===== config.mk =====
export PLATFORM = sky130hd
export DESIGN_NAME = srt_div_arbiter
export DESIGN_NICKNAME = d
export VERILOG_FILES = /design/src/rtl/srt_div_pkg.sv /design/src/rtl/rr_arbiter.sv /design/src/rtl/srt_div_arbiter.sv
export SDC_FILE = /design/constraint.sdc
export NUM_CORES = 1
export LEC_CHECK = 0
export CAP_MARGIN = 20
export CORE_AREA = 4 4 178 180
export DETAILED_ROUTE_END_ITERATION = 8
export DIE_AREA = 0 0 182 184
export PLACE_DENSITY_LB_ADDON = 0.25
export SLEW_MARGIN = 20
export SYNTH_ARGS = -nofsm -noshare
export SYNTH_HDL_FRONTEND = slang
export SYNTH_SLANG_ARGS = --single-unit

===== constraint.sdc =====
create_clock -name clk -period 8.9 [get_ports clk]
set_input_delay 1.78 -clock clk [delete_from_list [all_inputs] [get_ports clk]]
set_output_delay 1.78 -clock clk [all_outputs]
set_load 0.02 [all_outputs]

===== src/rtl/srt_div_pkg.sv =====
// Shared definitions for the SRT divider arbiter: FSM state encoding,
// response error codes and the default watchdog limit.
package srt_div_pkg;

    typedef enum logic [1:0] {
        ST_IDLE  = 2'd0,
        ST_ISSUE = 2'd1,
        ST_WAIT  = 2'd2,
        ST_RESP  = 2'd3
    } state_e;

    typedef enum logic [1:0] {
        ERR_OK   = 2'b00,
        ERR_DIV0 = 2'b01,
        ERR_TMO  = 2'b10
    } rsp_err_e;

    // Watchdog limit in WAIT cycles; must exceed the worst divider latency.
    localparam int unsigned TMO_DEFAULT = 40;

endpackage


===== src/rtl/rr_arbiter.sv =====
// Round-robin grant selection, purely combinational.
// Ports:
//   req       request vector
//   ptr       highest-priority index for this decision
//   en        when low, no grant is produced
//   grant     one-hot grant (all zero when nothing granted)
//   grant_idx binary index of the granted requester
module rr_arbiter #(
    parameter int unsigned NREQ = 4,
    parameter int unsigned IDW  = 2
) (
    input  logic [NREQ-1:0] req,
    input  logic [IDW-1:0]  ptr,
    input  logic            en,
    output logic [NREQ-1:0] grant,
    output logic [IDW-1:0]  grant_idx
);

    logic        found;
    int unsigned idx;

    // First requester at or after ptr, searching modulo NREQ.
    always_comb begin
        grant     = '0;
        grant_idx = '0;
        found     = 1'b0;
        idx       = 0;
        for (int unsigned k = 0; k < NREQ; k++) begin
            idx = (32'(ptr) + k) % NREQ;
            if (en && !found && req[idx[IDW-1:0]]) begin
                found                  = 1'b1;
                grant[idx[IDW-1:0]]    = 1'b1;
                grant_idx              = idx[IDW-1:0];
            end
        end
    end

endmodule


===== src/rtl/srt_div_arbiter.sv =====
// Shares one srt_4_div between NREQ requesters with round-robin arbitration
// and one division in flight. Sequences start/finish, patches divide-by-zero
// results, guards the divider with a watchdog and returns tagged responses.
// Ports:
//   req_valid/req_ready/req_dividend/req_divisor  requester side (packed per index)
//   rsp_valid/rsp_ready/rsp_id/rsp_quotient/rsp_remainder/rsp_error  response channel
//   div_start/div_dividend/div_divisor            to the divider
//   div_quotient/div_reminder/div_finish/div_error from the divider
//   busy                                           high whenever not IDLE
module srt_div_arbiter
    import srt_div_pkg::*;
#(
    parameter int unsigned DW   = 32,
    parameter int unsigned NREQ = 4,
    parameter int unsigned IDW  = 2,
    parameter int unsigned TMO  = TMO_DEFAULT
) (
    input  logic               clk,
    input  logic               rst_n,
    input  logic [NREQ-1:0]    req_valid,
    output logic [NREQ-1:0]    req_ready,
    input  logic [NREQ*DW-1:0] req_dividend,
    input  logic [NREQ*DW-1:0] req_divisor,
    output logic               rsp_valid,
    input  logic               rsp_ready,
    output logic [IDW-1:0]     rsp_id,
    output logic [DW-1:0]      rsp_quotient,
    output logic [DW-1:0]      rsp_remainder,
    output logic [1:0]         rsp_error,
    output logic               div_start,
    output logic [DW-1:0]      div_dividend,
    output logic [DW-1:0]      div_divisor,
    input  logic [DW-1:0]      div_quotient,
    input  logic [DW-1:0]      div_reminder,
    input  logic               div_finish,
    input  logic               div_error,
    output logic               busy
);

    localparam int unsigned CW = (TMO > 1) ? $clog2(TMO) : 1;

    state_e          state_q, state_d;
    logic [IDW-1:0]  rr_q, rr_d;
    logic [IDW-1:0]  id_d;
    logic [DW-1:0]   dvd_d, dvs_d;
    logic            start_d;
    logic            busy_d;
    logic            rsp_valid_d;
    logic [DW-1:0]   rsp_q_d, rsp_r_d;
    logic [1:0]      rsp_err_d;
    logic [CW-1:0]   wd_q, wd_d;
    logic [NREQ-1:0] grant;
    logic [IDW-1:0]  grant_idx;
    logic            arb_en;

    // Arbitration only happens while IDLE; req_ready is the grant itself.
    assign arb_en = (state_q == ST_IDLE);

    rr_arbiter #(
        .NREQ (NREQ),
        .IDW  (IDW)
    ) u_rr_arbiter (
        .req       (req_valid),
        .ptr       (rr_q),
        .en        (arb_en),
        .grant     (grant),
        .grant_idx (grant_idx)
    );

    assign req_ready = grant;

    // Next-state and next-output logic.
    always_comb begin
        state_d     = state_q;
        rr_d        = rr_q;
        id_d        = rsp_id;
        dvd_d       = div_dividend;
        dvs_d       = div_divisor;
        start_d     = 1'b0;
        wd_d        = wd_q;
        rsp_valid_d = rsp_valid;
        rsp_q_d     = rsp_quotient;
        rsp_r_d     = rsp_remainder;
        rsp_err_d   = rsp_error;

        unique case (state_q)
            ST_IDLE: begin
                if (|grant) begin
                    id_d    = grant_idx;
                    dvd_d   = req_dividend[32'(grant_idx) * DW +: DW];
                    dvs_d   = req_divisor[32'(grant_idx) * DW +: DW];
                    start_d = 1'b1;
                    state_d = ST_ISSUE;
                end
            end
            ST_ISSUE: begin
                wd_d    = '0;
                state_d = ST_WAIT;
            end
            ST_WAIT: begin
                // A finish in the last watchdog cycle still wins over timeout.
                if (div_finish) begin
                    rsp_valid_d = 1'b1;
                    state_d     = ST_RESP;
                    if (div_error) begin
                        rsp_q_d   = {DW{1'b1}};
                        rsp_r_d   = div_dividend;
                        rsp_err_d = ERR_DIV0;
                    end else begin
                        rsp_q_d   = div_quotient;
                        rsp_r_d   = div_reminder;
                        rsp_err_d = ERR_OK;
                    end
                end else if (wd_q == CW'(TMO - 1)) begin
                    rsp_valid_d = 1'b1;
                    rsp_q_d     = '0;
                    rsp_r_d     = '0;
                    rsp_err_d   = ERR_TMO;
                    state_d     = ST_RESP;
                end else begin
                    wd_d = wd_q + 1'b1;
                end
            end
            ST_RESP: begin
                if (rsp_ready) begin
                    rsp_valid_d = 1'b0;
                    rr_d        = (rsp_id == IDW'(NREQ - 1)) ? '0 : rsp_id + 1'b1;
                    state_d     = ST_IDLE;
                end
            end
            default: state_d = ST_IDLE;
        endcase

        busy_d = (state_d != ST_IDLE);
    end

    // State and output registers.
    always_ff @(posedge clk or negedge rst_n) begin
        if (!rst_n) begin
            state_q       <= ST_IDLE;
            rr_q          <= '0;
            wd_q          <= '0;
            rsp_id        <= '0;
            div_dividend  <= '0;
            div_divisor   <= '0;
            div_start     <= 1'b0;
            rsp_valid     <= 1'b0;
            rsp_quotient  <= '0;
            rsp_remainder <= '0;
            rsp_error     <= '0;
            busy          <= 1'b0;
        end else begin
            state_q       <= state_d;
            rr_q          <= rr_d;
            wd_q          <= wd_d;
            rsp_id        <= id_d;
            div_dividend  <= dvd_d;
            div_divisor   <= dvs_d;
            div_start     <= start_d;
            rsp_valid     <= rsp_valid_d;
            rsp_quotient  <= rsp_q_d;
            rsp_remainder <= rsp_r_d;
            rsp_error     <= rsp_err_d;
            busy          <= busy_d;
        end
    end

endmodule


==> impl_metrics.ini, run 1 <==
[global_routing]
grt_pass1_vias = 7962
grtUsageTotal = 0.177
grt_antenna_before_repair = 2
grt_max_degree = 88
overflow = 0
grt_pass1_wl_um = 46500

[timing]
hold_violations = 0
rsz0062_at_grt = false
slew_headroom = 0.348
fin_crit_sh = 0.687
fin_crit_ns = 6.12
tightestPinTransition_ns = 0.977
worst_slack_ns = 2.78
finalClockSkew_ns = 0.0217
fin_tns_setup_ns = 0
setup_violations = 0
clock.fmax_mhz = 163
drv_slew = 0

[logic_synthesis]
synthCells = 822
ys_ff_latch = 145
synth-edff-count = 0
syn_avg_cell_area_um2 = 10.1
synth_largest_area_cell = dfrtp_1
ys_async_sr_fraction = 1.00
yosysTopAreaCellShare = 0.437
syn-num-nets = 1161
synth_cell_types = 39
yosys-top-cells-count = mux2i_1, dfrtp_1, nand2_1, o21ai_0, mux2_2
yosysSeqAreaShare = 0.437
synth_area_mm2 = 0.00830
synth_ff_type = dfrtp_1
ys_warn_count = 0
synth.area.top_cells = dfrtp_1, mux2i_1, mux2_2
yosysMostFrequentCell = mux2i_1

[layout]
layout.cells.non_filler = 1664
drive_gt1_frac = 0.0916
area_growth_pct = 67.1
nets = 1595

[pwr]
power.share.combinational = 0.548
p_int_mw = 2.58
peakVddDrop_v = 0.000158
p_leak_nw = 6.50
power_frac_seq = 0.273
pwr_density_cell_mw_per_mm2 = 316
p_sw_mw = 1.80
clkPwrFrac = 0.180
swShare = 0.411

[place]
hpwl_um = 23800
gp_routability_congestion = 0.890
port_buffers = 467
placedCellCount = 1633
post-place-ws_ns = 2.82

[clocking]
clk_latency_ns = 0.43
cts_resized = 0
cts_root_buf = clkbuf_16
cts.sinks = 145
cts_hold_buffers = 0
htreeDepth = 4
clkTransAtPathRegs_ns = 0.07
clock_path_buffers = 2
cts_made_buffers = 17
post_cts_buffers = 0
cts_tree = yes

[floorplanning]
io_pins = 468
dieArea_mm2 = 0.0335
chipHeight_um = 184
die_w_um = 182
rows = 64
core_area_mm2 = 0.0302
initial_core_util = 0.275

[setup_path]
ff2ff_setup_slack_ns = 4.36
worst_setup_path_end_kind = output port
critPathLaunchType = input pin
critPathKind = input pin to output port
critPathMaxFanout = 5
crit_required_ns = 7.12
arrival_ns = 4.34

[drt]
num_vias = 7690
ant_nets = 0
drtPass1Iterations = 4
drtIter0Drc = 261
drcViolationCount = 0
wl_um = 30900
routed_via_density = 4.62
wire_per_inst_um = 18.6

[run_status]
outcome = complete, no violations

[hold_path]
hold_class = flop to flop

[job]
maxCapViolCount = 0
## logic make-up (layout without fill, tap and decap cells)
logic type / after synthesis / after routing / synth area share
xor gates and xnor gates: 1 / 1 / 0.00105
buffers and inverters: 66 / 511 / 0.0446
DFF: 145 / 145 / 0.437
and+or+nand+nor: 208 / 208 / 0.104
muxes: 233 / 233 / 0.297
AOI/OAI and AO/OA: 159 / 159 / 0.101
adders and majority gates: 10 / 10 / 0.0151
other: 0 / 1 / 0
## power groups by stage
stage	Combinational, mW	Clock (mW)	Sequential (mW)
6_report	2.40	0.787	1.20
5_1_grt	2.62	0.838	1.24
4_1_cts	2.44	0.808	1.20
3_5_place_dp	2.44	0	1.21
3_3_place_gp	2.41	0	1.19
2_1_floorplan	1.09	0	1.52
## through the flow
stage	cell area (µm²)	hold WS [ns]	total power [mW]	utilization
final	13900	0.477	4.38	0.460
after global routing	13900	0.501	4.70	0.460
after CTS	13900	0.485	4.45	0.460
after detailed placement	13300	0.469	3.65	0.439
after global placement	13200	0.461	3.60	0.438
after floorplan	8300	0.481	2.60	-
## per-layer routing
| metal | share of wire | track usage | up-vias | wire length (µm) |
|---|---|---|---|---|
| met1 | 0.39 | 0.202 | 3606 | 12200 |
| met2 | 0.51 | 0.317 | 301 | 15600 |
| met3 | 0.084 | 0.0633 | 26 | 2580 |
| met4 | 0.016 | 0.0423 | 0 | 500 |
| li1 | - | - | 3757 | - |
| met5 | 0 | 0 | - | 0 |
## state kept, by name, summed over array words and instances, names as in the netlist
register and flops:
rsp_error 2, state_q 2, rr_q 2, div_dividend 32, rsp_quotient 32, rsp_valid 1, busy 1, rsp_remainder 32
div_divisor 32, wd_q 6, div_start 1, rsp_id 2
## worst paths after layout
check | start | end | cells past startpoint
max | req_valid[1] | req_ready[1] | 6
min | rsp_remainder[3] | rsp_remainder[3] | 2
max reg2reg | rr_q[0] | rsp_id[1] | 10
min reg2reg | rsp_remainder[3] | rsp_remainder[3] | 2
max in group asynchronous | rst_n | div_dividend[17] | 2
min in group asynchronous | rst_n | rsp_quotient[9] | 1
## critical path, cell delays in order
cell	delay, ns
clkdlybuf4s50_1	0.47
mux4_2	0.50
nand2b_1	0.19
nor3_1	0.43
a221o_1	0.33
clkdlybuf4s50_1	0.63
## layout make-up
class / count / area (µm²)
diodes: 1 / 2.50
flip-flops and latches: 145 / 3630
multi-input cells: 611 / 4340
fillers: 2913 / 16300
repair buffers: 476 / 4770
clock buffers: 17 / 425
inverters: 5 / 18.8
clock inverters: 13 / 201
well taps: 396 / 495
## cells in the final DEF (no fill, tap or decap), types with 6 or more instances in the layout
| cell | n |
|---|---|
| clkdlybuf4s50_1 | 465 |
| mux2i_1 | 163 |
| dfrtp_1 | 145 |
| nand2_1 | 142 |
| o21ai_0 | 82 |
| mux2_2 | 65 |
| o21ai_1 | 56 |
| nor2_1 | 35 |
| clkbuf_16 | 17 |
| ha_1 | 10 |
| a21oi_1 | 9 |
| nand2b_1 | 8 |
| buf_4 | 7 |
| nand3_1 | 6 |
Power figures use the tool's default switching activity.
==> run 2, diff against run 1 <==
CORE_AREA = 4 4 180 182   (was 4 4 178 180)
DIE_AREA = 0 0 184 186   (was 0 0 182 184)
clock period = 6.12 ns   (was 8.9 ns; I/O delays follow)
==> impl_metrics.ini, run 2 (synthesized netlist as in run 1, its figures left out) <==
[run_status]
outcome = complete, no violations

[timing]
whs_ns = 0.478
finalClockSkew_ns = 0.0137
rsz0062_at_grt = false
fin_tns_setup_ns = 0
hold_violations = 0
setup_violations = 0
fin_crit_sh = 0.808
fin_crit_ns = 4.94
clock.fmax_mhz = 202
drv_slew = 0
slew_headroom = 0.320
tightestPinTransition_ns = 1.02

[floorplanning]
rows = 64
die_w_um = 184
io_pins = 468
dieArea_mm2 = 0.0342
chipHeight_um = 186
core_area_mm2 = 0.0306
initial_core_util = 0.271

[clocking]
clock_path_buffers = 2
cts_root_buf = clkbuf_16
cts_tree = yes
cts_hold_buffers = 0
cts.sinks = 145
cts_made_buffers = 17
clkTransAtPathRegs_ns = 0.07
cts_resized = 0
htreeDepth = 4
clk_latency_ns = 0.41
post_cts_buffers = 0

[drt]
routed_via_density = 4.60
drcViolationCount = 0
drtIter0Drc = 296
wire_per_inst_um = 18.6
ant_nets = 0
num_vias = 7694
drtPass1Iterations = 6
wl_um = 31200

[global_routing]
grtUsageTotal = 0.173
grt.busiest_layer = met2
use_met2 = 0.307
grt_pass1_wl_um = 46200
grt_use_met3 = 0.0510
grtUsageMet1 = 0.205
grt_antenna_before_repair = 0
overflow = 0
grt_max_degree = 87
grt_pass1_vias = 7936

[job]
maxCapViolCount = 0

[setup_path]
arrival_ns = 3.72
critPathMaxFanout = 6
startpoint = req_valid[3]
r2r-start = rr_q[0]
crit_required_ns = 4.90
worst_setup_path_end_kind = output port
reg2reg_depth = 9
critPathLaunchType = input pin
critPathKind = input pin to output port

[pwr]
p_leak_nw = 6.52
peakVddDrop_v = 0.000266
pwr_density_cell_mw_per_mm2 = 456

[hold_path]
hold_depth = 2
hp-start = rsp_remainder[8]
hold_class = flop to flop

[place]
dpl_cell_area_mm2 = 0.0133
hpwl_um = 24300
gp_routability_congestion = 0.821
port_buffers = 467

[layout]
drive_gt1_frac = 0.0978
nets = 1604
fin_area_mm2 = 0.0139
layout_commonest_cell = clkdlybuf4s50_1
final_cell_mix = clkdlybuf4s50_1, mux2i_1, dfrtp_1
antenna_cells = 0
area_growth_pct = 67.5
==> run 2: cell types whose count changed in the layout (fill, tap and decap cells not counted), sizes merged <==
cell | before | now
clkinv | 1 | 2
inv | 11 | 10
diode | 1 | 0
clkbuf | 17 | 19
buf | 11 | 20
clkinvlp | 2 | 4
bufinv | 4 | 2
==> run 2: final cells by class <==
cell class	count	area [µm²]
clock buffer	19	433
clock inverter	13	154
fill	2938	16700
inverter	5	18.8
multi-input combinational	611	4340
sequential	145	3630
tap	396	495
timing repair buffer	485	4840
==> run 2: path summary, 6_finish.rpt <==
check	end	slack [ns]
setup / recovery	req_ready[1]	1.18
min in group asynchronous	rsp_remainder[27]	0.83
hold / removal	rsp_remainder[8]	0.48
hold reg to reg	rsp_remainder[8]	0.48
max in group asynchronous	rsp_remainder[24]	3.80
setup reg to reg	div_divisor[31]	2.09
==> run 2: power by group <==
part	internal [mW]	switching, mW
clock	0.611	0.453
sequential	1.43	0.316
combinational	1.67	1.87
==> run 2: critical path, stage by stage <==
cell             delay, ns
clkdlybuf4s50_1       0.50
mux4_2                0.49
nand2b_1              0.19
nor3_1                0.39
a221o_1               0.30
clkdlybuf4s50_1       0.63
==> run 2: metrics by stage <==
step	setup slack, ns	utilization	instances	total power, mW
detailed placement	1.20	0.436	1642	5.36
global placement	1.28	0.436	1642	5.31
floorplan	2.40	-	822	3.78
CTS	1.19	0.455	1674	6.46
global route	0.913	0.455	1674	6.81
finish	1.18	0.455	1674	6.34
==> run 2: layer usage <==
| metal | part of all wire | vias to the layer above |
|---|---|---|
| met1 | 0.40 | 3596 |
| met4 | 0.020 | 0 |
| met5 | 0 | - |
| li1 | - | 3774 |
| met3 | 0.080 | 28 |
| met2 | 0.50 | 296 |
